<file path="config.mk">
export PLATFORM = sky130hd
export DESIGN_NAME = melody_sequencer
export DESIGN_NICKNAME = d
export VERILOG_FILES = /design/src/rtl/melody_pkg.sv /design/src/rtl/tone_gen.sv /design/src/rtl/melody_sequencer.sv
export SDC_FILE = /design/constraint.sdc
export NUM_CORES = 1
export LEC_CHECK = 0
export ABC_CLOCK_PERIOD_IN_PS = 3100
export CORE_ASPECT_RATIO = 0.5
export CORE_MARGIN = 8
export CORE_UTILIZATION = 48
export CTS_CLUSTER_DIAMETER = 30
export DETAILED_ROUTE_END_ITERATION = 7
export GPL_TIMING_DRIVEN = 0
export PLACE_DENSITY = 0.73
export SYNTH_ARGS = -nofsm -noshare
export SYNTH_HDL_FRONTEND = slang
export SYNTH_SLANG_ARGS = --single-unit
</file>
<file path="constraint.sdc">
create_clock -name CLOCK_50 -period 3.1 [get_ports CLOCK_50]
set_input_delay 0.62 -clock CLOCK_50 [delete_from_list [all_inputs] [get_ports CLOCK_50]]
set_output_delay 0.62 -clock CLOCK_50 [all_outputs]
set_load 0.005 [all_outputs]
</file>
<file path="src/rtl/melody_pkg.sv">
// melody_pkg: shared state enum, ROM word layout and duration decode for the melody sequencer
package melody_pkg;
  typedef enum logic [1:0] {S_IDLE, S_FETCH, S_LOAD, S_PLAY} state_t;
  localparam logic [1:0] DUR_1 = 2'b00;
  localparam logic [1:0] DUR_2 = 2'b01;
  localparam logic [1:0] DUR_4 = 2'b10;
  localparam logic [1:0] END_CODE = 2'b11;
  localparam int HP_LSB = 0;
  localparam int HP_MSB = 17;
  localparam int DUR_LSB = 18;
  localparam int DUR_MSB = 19;
  function automatic logic [2:0] dur_beats(input logic [1:0] code);
    return code == DUR_1 ? 3'd1 : code == DUR_2 ? 3'd2 : 3'd4;
  endfunction
endpackage

</file>
<file path="src/rtl/tone_gen.sv">
// tone_gen: square wave whose half-period is half_period+1 enabled cycles
// Ports: clk, rst_n (async active-low), en (advance phase), clr (zero phase, sq=0),
//        half_period (wrap value of the phase counter), sq (square-wave output)
module tone_gen (
  input  logic        clk,
  input  logic        rst_n,
  input  logic        en,
  input  logic        clr,
  input  logic [17:0] half_period,
  output logic        sq
);
  logic [17:0] r_cnt;
  logic        r_sq;
  logic        w_wrap;
  assign w_wrap = r_cnt == half_period;
  always_ff @(posedge clk or negedge rst_n)
    if (!rst_n) begin
      r_cnt <= '0;
      r_sq  <= 1'b0;
    end else if (clr) begin
      r_cnt <= '0;
      r_sq  <= 1'b0;
    end else if (en) begin
      r_cnt <= w_wrap ? '0 : r_cnt + 18'd1;
      r_sq  <= w_wrap ? ~r_sq : r_sq;
    end
  assign sq = r_sq;
endmodule

</file>
<file path="src/rtl/melody_sequencer.sv">
// melody_sequencer: walks a note ROM, times notes in beats and drives a square-wave sample
// Ports: CLOCK_50/resetn (async active-low); start/stop pulses; pause level; loop_en;
//        rom_addr/rom_q note ROM (1-cycle read); half_period, tone_en, sample (signed 32-bit);
//        playing, beat_pulse, done status
module melody_sequencer
  import melody_pkg::*;
#(
  parameter int ADDR_W      = 10,
  parameter int BEAT_CYCLES = 9_500_000,
  parameter int LAST_ADDR   = 140,
  parameter int GAP_CYCLES  = 250_000,
  parameter int AMPLITUDE   = 10_000_000
) (
  input  logic              CLOCK_50,
  input  logic              resetn,
  input  logic              start,
  input  logic              stop,
  input  logic              pause,
  input  logic              loop_en,
  output logic [ADDR_W-1:0] rom_addr,
  input  logic [19:0]       rom_q,
  output logic [17:0]       half_period,
  output logic              tone_en,
  output logic [31:0]       sample,
  output logic              playing,
  output logic              beat_pulse,
  output logic              done
);
  localparam int BW = $clog2(BEAT_CYCLES);
  localparam logic [BW-1:0] BEAT_LAST = BW'(BEAT_CYCLES - 1);
  localparam logic [BW-1:0] GAP_START = BW'(BEAT_CYCLES - GAP_CYCLES);
  localparam logic [31:0] AMP_P = 32'(AMPLITUDE);
  localparam logic [31:0] AMP_N = 32'(-AMPLITUDE);
  state_t            r_state;
  logic [ADDR_W-1:0] r_rom_addr;
  logic [17:0]       r_half_period;
  logic [2:0]        r_beats_left;
  logic [BW-1:0]     r_beat_cnt;
  logic              r_done;
  logic              w_play, w_beat_end, w_last_beat, w_tone_en, w_song_end, w_sq;
  assign w_play      = r_state == S_PLAY;
  assign w_beat_end  = w_play && !pause && r_beat_cnt == BEAT_LAST;
  assign w_last_beat = r_beats_left == 3'd1;
  // the tail of the final beat is silenced so consecutive notes are articulated
  assign w_tone_en   = w_play && r_half_period != '0 && !pause &&
                       !(w_last_beat && r_beat_cnt >= GAP_START);
  // song ends either on an end-marker word or after the last playable note
  assign w_song_end  = (r_state == S_LOAD && rom_q[DUR_MSB:DUR_LSB] == END_CODE) ||
                       (w_beat_end && w_last_beat && r_rom_addr == ADDR_W'(LAST_ADDR));
  always_ff @(posedge CLOCK_50 or negedge resetn)
    if (!resetn) begin
      r_state       <= S_IDLE;
      r_rom_addr    <= '0;
      r_half_period <= '0;
      r_beats_left  <= '0;
      r_beat_cnt    <= '0;
      r_done        <= 1'b0;
    end else begin
      r_done <= 1'b0;
      if (stop && r_state != S_IDLE) r_state <= S_IDLE;
      else if (start) begin
        r_state    <= S_FETCH;
        r_rom_addr <= '0;
      end else if (w_song_end) begin
        r_state    <= loop_en ? S_FETCH : S_IDLE;
        r_rom_addr <= loop_en ? '0 : r_rom_addr;
        r_done     <= !loop_en;
      end else
        case (r_state)
          S_FETCH: r_state <= S_LOAD;
          S_LOAD: begin
            r_half_period <= rom_q[HP_MSB:HP_LSB];
            r_beats_left  <= dur_beats(rom_q[DUR_MSB:DUR_LSB]);
            r_beat_cnt    <= '0;
            r_state       <= S_PLAY;
          end
          S_PLAY:
            if (w_beat_end) begin
              r_beat_cnt   <= '0;
              r_beats_left <= r_beats_left - 3'd1;
              if (w_last_beat) begin
                r_rom_addr <= r_rom_addr + ADDR_W'(1);
                r_state    <= S_FETCH;
              end
            end else if (!pause) r_beat_cnt <= r_beat_cnt + BW'(1);
          default: ;
        endcase
    end
  tone_gen u_tone (
    .clk        (CLOCK_50),
    .rst_n      (resetn),
    .en         (w_tone_en),
    .clr        (r_state == S_LOAD),
    .half_period(r_half_period),
    .sq         (w_sq)
  );
  assign rom_addr    = r_rom_addr;
  assign half_period = r_half_period;
  assign tone_en     = w_tone_en;
  assign sample      = w_tone_en ? (w_sq ? AMP_P : AMP_N) : '0;
  assign playing     = r_state != S_IDLE;
  assign beat_pulse  = w_beat_end;
  assign done        = r_done;
endmodule

</file>
==> results of run 1 <==
sequential cells by signal, summed over array words and instances (netlist names):
name and flops:
r_beats_left 3, u_tone.sq 1, u_tone.r_cnt 18, r_beat_cnt 24
r_state 2, done 1, half_period 18, rom_addr 10
through the flow:
step	std cells	utilization [%]	setup TNS, ns	cell area, sq um	total power [uW]
4_1_cts	782	66.3	-0.109	6340	4330
3_5_place_dp	747	61.0	-28.88	5840	3120
3_3_place_gp	746	60.7	-136.26	5810	3070
2_1_floorplan	529	-	0	4820	2350
6_report	791	67.3	0	6440	4410
5_1_grt	791	67.3	-0.0408	6440	4650
power breakdown:
group	internal, uW	switching (uW)
Sequential	1250	318
Combinational	1030	799
Clock	586	426
layer usage:
layer	global-route usage, %	vias to the layer above	share of wire [%]	routed length, um
met1	25.5	2170	44	6060
met2	33.7	168	49	6780
li1	-	2106	-	-
met5	0	-	0	0
met4	6.17	0	1.1	153
met3	3.72	19	5.7	783
cells in the final DEF (no fill, tap or decap), types with 6 or more instances in the layout:
cell / netlist / routed
a31oi_1: 6 / 6
nand4_1: 21 / 21
a21oi_1: 29 / 29
or3_1: 11 / 11
clkdlybuf4s50_1: 0 / 55
dlygate4sd2_1: 0 / 8
nand2b_1: 7 / 6
inv_1: 24 / 22
nand3_1: 28 / 27
dfrtp_1: 77 / 74
buf_4: 31 / 75
xnor2_1: 26 / 26
clkbuf_1: 10 / 12
mux2_2: 18 / 18
conb_1: 1 / 7
o21ai_0: 15 / 15
nand2_1: 41 / 40
clkbuf_16: 0 / 9
ha_1: 11 / 9
xor2_1: 9 / 9
nor3_1: 17 / 15
and3_1: 9 / 8
nor2_1: 33 / 32
cells by family (layout without fill, tap and decap cells):
logic type / count (synthesis) / in the layout
AOI/OAI and AO/OA: 99 / 99
muxes: 18 / 18
other: 1 / 7
DFF: 77 / 77
and+or+nand+nor: 209 / 209
adders and majority gates: 11 / 11
buffers and inverters: 73 / 200
xor gates and xnor gates: 35 / 35
worst reg2reg max path, cell delays in order (launching register included):
cell and delay [ns]:
dfrtp_1 0.42, buf_4 0.16, inv_1 0.07, ha_1 0.20
buf_2 0.28, nor2_1 0.17, a211o_1 0.32, nor4_1 0.69
nand4_1 0.23, xnor2_1 0.21, nor2_1 0.06
what timing repair did:
action / in CTS / in global routing
endpoints found under the setup margin: 26 / 18
cloned: 0 / 0
setup buffers: 20 / 9
pin swaps: 8 / 9
resized for setup: 47 / 30
worst max path at each step:
stage / startpoint / end / slack (ns) / cells after the start
after floorplan: r_beats_left[0] / sample[11] / 0.008 / 9
after global placement: resetn / u_tone.r_cnt[11] / -1.42 / 1
after detailed placement: pause / sample[18] / -1.42 / 8
after CTS: half_period[3] / sample[7] / -0.11 / 9
after global routing: r_state[0] / r_beat_cnt[23] / -0.03 / 10
final: half_period[4] / sample[12] / 0.07 / 8
area by class of cell:
type | count | area [sq um] | area share [%]
multi-input combinational | 379 | 2610 | 40.5
sequential | 77 | 1930 | 30.0
timing repair buffer | 112 | 1030 | 16.0
buffer | 48 | 324 | 5.03
clock buffer | 13 | 260 | 4.04
tap | 135 | 169 | 2.62
inverter | 24 | 95.1 | 1.48
clock inverter | 3 | 20.0 | 0.311
==> summary.md, run 1 <==
| Metric | Value |
|---|---|
| Crit-path cells | `or4_4 > nor3_4 > a2111oi_4 > buf_4 > buf_4 > and3_4 > buf_4 > dlygate4sd2_1` |
| RR Startpoint | `r_state[0]` |
| Count leader, synth | `dfrtp_1` |
| Skew-Pair Late Insertion Delay | `0.34 ns` |
| Synthesized area | `4800 sq um` |
| Routed wire per std cell | `17.4 um` |
| Max cap viols | `0` |
| Crit share post-route | `97.7%` |
| Final max-slew violation count | `0` |
| Reg2reg end | `r_beat_cnt[23]` |
| Top_reg_cell synth | `dfrtp_1` |
| Compound-Gate Fraction of Synth Area | `13.7%` |
| Setup WS pre-CTS | `-1.42 ns` |
| GRT overflow | `0` |
| Residual DRC | `0` |
| Commonest cells post-synth | `dfrtp_1 (77), nand2_1 (41), nor2_1 (33), buf_4 (31), a21oi_1 (29)` |
| Least-Margin Pin Slew | `0.813 ns` |
| Largest net degree at the start of global routing | `66` |
| Slowest CP cell | `or4_4` |
| Layout area overhead | `34.2%` |
| Initial core utilization | `50.2%` |
| Crit path kind | `reg2out` |
| Hold Vio Cnt, Final | `0` |
| Final WL | `13.8 mm` |
| Root Buffer | `clkbuf_16` |
| Largest family of logic cells by synthesized area | `simple AND/OR/NAND/NOR gates` |
| Post-synthesis adder-cell area fraction | `2.87%` |
| Final Setup Violations | `0` |
| Mean post-synth cell area | `9.18 sq um` |
| CP delay by family, top | `simple AND/OR/NAND/NOR gates` |
| Post-layout min period | `3.03 ns` |
| Max rail drop VDD | `0.354 mV` |
| Post-Synth XOR/XNOR Area | `6.39%` |
| Gr usage total | `20.0%` |
| Register-to-Register Path Depth | `10` |
| Top cells by area, synth | `dfrtp_1 (40%), buf_4 (4.8%), xnor2_1 (4.7%), mux2_2 (4.2%), nand2_1 (3.2%)` |
| Fillers | `759` |
| DR vias/cell | `5.64` |
| Mux share of post-synthesis cell area | `4.22%` |
| Post-route ant nets | `0` |
| Core area | `9570 sq um` |
| Hold WC Path Type | `in2async` |
| Layout cells sized above 1 | `23.6%` |
| Sequential share of the synthesized area | `40.1%` |
| I/O Buffers | `82` |
| Max clock buf depth | `2` |
| Top cell type's share of synthesized area | `40.1%` |
| Vias in the first global route | `4264` |
| EDFF count, synth | `0` |
| DIE AREA | `13700 sq um` |
| Post-synthesis cell count | `523` |
| # hold bufs at CTS | `0` |
| Iteration-0 DRC Markers | `375` |
| CP bufs+invs | `4` |
| Die extent in y | `86.7 um` |
| Leakage | `0.00272 uW` |
| Ports | `90` |
| Row count | `25` |
| Yosys warns | `0` |
| DR pass1 iterations | `6` |
| Pwr Density | `685 nW/um^2` |
| Post-synth top area cell | `dfrtp_1` |
| Synth cell types | `63` |
| Largest stage delay on the critical path | `0.52 ns` |
| R2r setup slk | `0.19 ns` |
| Maximum fanout along the worst path | `7` |
| Clock-pin slew on the worst setup and hold paths | `0.06 ns` |
| Fmax | `0.330 GHz` |
| Min Hold Slack | `0.130 ns` |
| N_diodes | `0` |
| Via count | `4463` |
| Placer Congestion | `0.919` |
| Antenna violations before repair | `0` |
| Req. time, crit path | `2.48 ns` |
| First-pass GRT wire length | `21.9 mm` |
| Worst EP arrival | `2.41 ns` |
| Final setup margin | `0.0698 ns` |
| CTS H-tree depth | `3` |
| Synth Area in Simple Gates | `24.1%` |
| Post-DP HPWL | `9.57 mm` |
| Nets | `688` |
| CP most frequent cell | `buf_4` |
| Worst Skew | `0.00789 ns` |
| Status | `finished clean` |
| CTS tree | `yes` |
| Clk sinks | `77` |
| Die Wd | `157 um` |
| Synth Register Bits | `77` |
| Crit end category | `output pin` |
| Slew Limit Headroom | `45.3%` |
| CTS buffer count | `9` |
| Asr flop ratio synth | `100%` |
| Critical Path Start Type | `flip-flop` |
Power figures use the tool's default switching activity.
==> run 2: changes to the inputs <==
Settings changed: CORE_UTILIZATION 48 to 49, CTS_BUF_LIST from default to sky130_fd_sc_hd__clkbuf_8, PLACE_DENSITY 0.73 to 0.75.
==> summary.md, run 2 (same netlist as run 1, synthesis figures left out) <==
| Metric | Value |
|---|---|
| Residual DRC | `0` |
| Unrepaired setup endpoints after global routing | `yes` |
| Row count | `25` |
| Max reg flops | `24` |
| Post-route ant nets | `0` |
| Layout cells sized above 1 | `20.8%` |
| Max clock buf depth | `2` |
| Final Util | `66.8%` |
| Via count | `4368` |
| Clock-pin slew on the worst setup and hold paths | `0.08 ns` |
| Placer Congestion | `0.901` |
| P_int | `2630 uW` |
| Crit path kind | `reg2out` |
| Hold Vio Cnt, Final | `0` |
| DIE AREA | `13400 sq um` |
| Die Wd | `156 um` |
| Max rail drop VDD | `0.328 mV` |
| CTS tree | `yes` |
| Maximum fanout along the worst path | `16` |
| Iteration-0 DRC Markers | `232` |
| Routed wire per std cell | `16.6 um` |
| Sw Share | `35.0%` |
| Crit share post-route | `97.5%` |
| Largest net degree at the start of global routing | `63` |
| Final max-slew violation count | `0` |
| Max cap viols | `0` |
| CTS buffer count | `9` |
| Skew-Pair Late Insertion Delay | `0.36 ns` |
| Gr usage total | `19.6%` |
| Worst EP arrival | `2.40 ns` |
| Initial core utilization | `50.7%` |
| Final Setup Violations | `0` |
| DR pass1 iterations | `5` |
| Pwr Density | `640 nW/um^2` |
| Least-Margin Pin Slew | `0.810 ns` |
| Dpl cells | `747` |
| Ports | `90` |
| Final WL | `13.1 mm` |
| Status | `finished clean` |
| GRT overflow | `0` |
| Die extent in y | `86.0 um` |
| Worst Skew | `0.00781 ns` |
| Nets | `688` |
| DR vias/cell | `5.54` |
| Comb power frac | `44.3%` |
| Hold WC Path Type | `in2async` |
| Critical Path Start Type | `flip-flop` |
| Post-layout min period | `3.02 ns` |
| Crit end category | `output pin` |
| Register share of total power | `37.6%` |
| Root Buffer | `clkbuf_8` |
| Top reg by flops | `r_beat_cnt` |
| Clk pwr share | `18.1%` |
| CTS H-tree depth | `3` |
| Final setup margin | `0.0783 ns` |
| Psw | `1420 uW` |
| Post-DP HPWL | `9.40 mm` |
| Antenna violations before repair | `0` |
| Layout area overhead | `32.0%` |
| Req. time, crit path | `2.48 ns` |
| Setup WS pre-CTS | `-1.48 ns` |
| Fmax | `0.331 GHz` |
| Core area | `9480 sq um` |
| First-pass GRT wire length | `21.2 mm` |
| I/O Buffers | `82` |
| # hold bufs at CTS | `0` |
| Leakage | `0.00269 uW` |
| Commonest non-fill, non-tap cell in the layout | `dfrtp_1` |
| Min Hold Slack | `0.108 ns` |
| Slew Limit Headroom | `45.5%` |
| Clk sinks | `77` |
| N_diodes | `0` |
| Vias in the first global route | `4076` |
| Most frequent cells in the layout | `dfrtp_1 (72), buf_4 (62), clkdlybuf4s50_1 (62)` |
| Final std cells w/o fill | `789` |
## run 2: cell types whose count changed in the layout (fill, tap and decap cells not counted), sizes merged
| cell | change |
|---|---|
| dlygate4sd2 | +9 |
| buf | -16 |
| clkinvlp | -2 |
| clkdlybuf4s50 | +7 |
## run 2: timing repair
action                                  4_1_cts  5_1_grt
resized for setup                            44        6
buffers inserted                             26        4
endpoints found under the setup margin       26       26
pin swaps                                     8        3
## run 2: layout make-up
cell class	instances	area, sq um
clock inverters	1	5.00
clock buffers	13	179
inverters	24	95.1
multi-input cells	379	2580
plain buffers	47	313
flip-flops and latches	77	1930
fillers	774	3140
well taps	135	169
repair buffers	113	1060
## run 2: worst paths after layout
check                                 start          endpoint  slack, ns  cells after the start
max                          r_beat_cnt[20]           tone_en       0.08                      7
min                                  resetn       rom_addr[0]       0.11                      1
max reg2reg                     rom_addr[0]    half_period[9]       0.20                      8
min reg2reg                u_tone.r_cnt[16]  u_tone.r_cnt[16]       0.54                      1
max in group asynchronous            resetn    r_beat_cnt[20]       2.41                      2
min in group CLOCK_50      u_tone.r_cnt[16]  u_tone.r_cnt[16]       0.54                      1
## run 2: metrics by stage
step           setup TNS, ns  cell area, sq um  power [uW]
6_report                   0              6330        4050
5_1_grt              -0.0663              6330        4310
4_1_cts                    0              6290        4040
3_5_place_dp          -31.01              5840        3100
3_3_place_gp         -133.35              5810        3050
2_1_floorplan              0              4820        2350
## run 2: worst max-delay path, stage by stage (launching register included)
cell             delay (ns)
dfrtp_2                0.46
nor3_1                 0.22
a211oi_1               0.14
a2111oi_4              0.28
nand2_2                0.14
buf_4                  0.17
inv_6                  0.11
clkdlybuf4s50_1        0.51
## run 2: power groups by stage
stage	logic (uW)	registers (uW)	clock network, uW
after global routing	1960	1560	794
final	1800	1520	735
after CTS	1770	1510	750
after floorplan	826	1530	0
after detailed placement	1500	1600	0
after global placement	1470	1580	0
## run 2: layer usage
layer | wire, um | up-vias | track usage [%] | part of all wire, %
met4 | 154 | 0 | 5.07 | 1.2
met3 | 719 | 18 | 4.41 | 5.5
met2 | 6400 | 118 | 32.8 | 49
met5 | 0 | - | 0 | 0
met1 | 5820 | 2124 | 25.3 | 44
li1 | - | 2108 | - | -
==> run 3: changes to the inputs <==
==> constraint.sdc (replaced) <==
create_clock -name CLOCK_50 -period 3.1 [get_ports CLOCK_50]
set_input_delay 0.465 -clock CLOCK_50 [delete_from_list [all_inputs] [get_ports CLOCK_50]]
set_output_delay 0.465 -clock CLOCK_50 [all_outputs]
set_load 0.005 [all_outputs]
==> summary.md, run 3 (same netlist as run 1, synthesis figures left out) <==
| Metric | Value |
|---|---|
| Initial core utilization | `50.7%` |
| Setup WS pre-CTS | `-1.17 ns` |
| Residual DRC | `0` |
| Status | `finished clean` |
| Gr usage total | `19.4%` |
| Top reg by flops | `r_beat_cnt` |
| Placer Congestion | `0.901` |
| Final Setup Violations | `0` |
| Met2 usage | `32.3%` |
| Via count | `4376` |
| Skew-Pair Late Insertion Delay | `0.36 ns` |
| Max clock buf depth | `2` |
| Max reg flops | `24` |
| Die Wd | `156 um` |
| CTS tree | `yes` |
| Final max-slew violation count | `0` |
| DR vias/cell | `5.58` |
| Clock-pin slew on the worst setup and hold paths | `0.08 ns` |
| Antenna violations before repair | `0` |
| Ports | `90` |
| Layout cells sized above 1 | `20.3%` |
| Row count | `25` |
| Least-Margin Pin Slew | `0.791 ns` |
| Clk sinks | `77` |
| GR peak layer | `met2` |
| CTS H-tree depth | `3` |
| Dpl cells | `747` |
| Max cap viols | `0` |
| Post-route ant nets | `0` |
| Fmax | `0.334 GHz` |
| Leakage | `0.00283 uW` |
| N_diodes | `0` |
| Root Buffer | `clkbuf_8` |
| DIE AREA | `13400 sq um` |
| Crit path kind | `reg2out` |
| I/O Buffers | `82` |
| Hold WC Path Type | `in2async` |
| Slew Limit Headroom | `46.8%` |
| Crit end category | `output pin` |
| RR Startpoint | `rom_addr[0]` |
| Critical path startpoint | `half_period[6]` |
| M3 GR Usage | `4.56%` |
| GRT overflow | `0` |
| M1 GR Usage | `24.7%` |
| Die extent in y | `86.0 um` |
| DR pass1 iterations | `5` |
| Vias in the first global route | `4021` |
| Pwr Density | `632 nW/um^2` |
| Final WL | `13.0 mm` |
| Most frequent cells in the layout | `dfrtp_1 (72), clkdlybuf4s50_1 (65), buf_4 (56)` |
| Crit share post-route | `96.6%` |
| Maximum fanout along the worst path | `17` |
| Final setup margin | `0.104 ns` |
| Worst Skew | `0.00941 ns` |
| CTS buffer count | `9` |
| First-pass GRT wire length | `20.9 mm` |
| Worst EP arrival | `2.53 ns` |
| Post-DP HPWL | `9.40 mm` |
| Routed wire per std cell | `16.5 um` |
| Req. time, crit path | `2.63 ns` |
| Iteration-0 DRC Markers | `233` |
| Hold Vio Cnt, Final | `0` |
| Largest net degree at the start of global routing | `63` |
| Post-DP Area | `5840 sq um` |
| Commonest non-fill, non-tap cell in the layout | `dfrtp_1` |
| Fin area | `6370 sq um` |
| Post-layout min period | `3.00 ns` |
| Core area | `9480 sq um` |
| Layout area overhead | `32.6%` |
| Critical Path Start Type | `flip-flop` |
| Nets | `683` |
| Final std cells w/o fill | `784` |
| Max rail drop VDD | `0.335 mV` |
==> run 3: cell count changes in the layout (fill, tap and decap cells not counted), moves of 3 or more <==
cell,previous run,this run
clkdlybuf4s50_1,62,65
buf_4,62,56
dlymetal6s2s_1,1,14
dlygate4sd2_1,17,0
==> run 3: routing by layer <==
metal | wire (um) | part of all wire [%]
met5 | 0 | 0
met4 | 142 | 1.1
met3 | 748 | 5.8
met2 | 6320 | 49
met1 | 5770 | 44
==> run 3: layout make-up <==
class,instances,area [sq um]
clock inverter,1,5.00
clock buffer,13,179
inverter,24,92.6
timing repair buffer,107,1070
multi-input combinational,379,2590
sequential,77,1930
buffer,48,324
fill,768,3110
tap,135,169
==> run 3: critical path: stages (launching register included) <==
cell and delay, ns:
dfrtp_1 0.42, nor4_1 0.08, and3_1 0.20, a2111oi_4 0.40, nand2_2 0.16, buf_6 0.15
nor2_4 0.11, buf_12 0.14, clkdlybuf4s50_1 0.50
==> run 3: path summary, 6_finish.rpt <==
kind / endpoint / slack [ns] / cells past startpoint
min in group CLOCK_50: u_tone.r_cnt[16] / 0.55 / 1
min reg2reg: u_tone.r_cnt[16] / 0.55 / 1
max reg2reg: half_period[12] / 0.18 / 8
min: rom_addr[0] / 0.52 / 2
max: sample[8] / 0.10 / 8
max in group asynchronous: half_period[16] / 2.01 / 3
==> run 3: repair_timing <==
item | in CTS | in global routing
hold buffers | 1 | 0
endpoints found under the hold margin | 15 | 0
endpoints found under the setup margin | 26 | 19
buffers inserted | 13 | 10
pin swaps | 5 | 4
gates resized for setup | 21 | 26
==> run 3: per-stage QoR <==
step / utilization (%) / TNS (ns) / power (uW) / hold WS, ns
6_report: 67.2 / 0 / 4030 / 0.518
3_5_place_dp: 61.6 / -20.88 / 3100 / 0.343
5_1_grt: 67.2 / -0.0151 / 4280 / 0.525
4_1_cts: 65.6 / 0 / 3940 / 0.496
3_3_place_gp: 61.3 / -112.22 / 3050 / 0.533
2_1_floorplan: - / 0 / 2350 / 0.169
==> run 3: report_power, final <==
group          switching [uW]  internal [uW]  total [uW]
combinational             729            997        1730
clock                     365            369         734
sequential                318           1250        1570
total                    1410           2610        4030
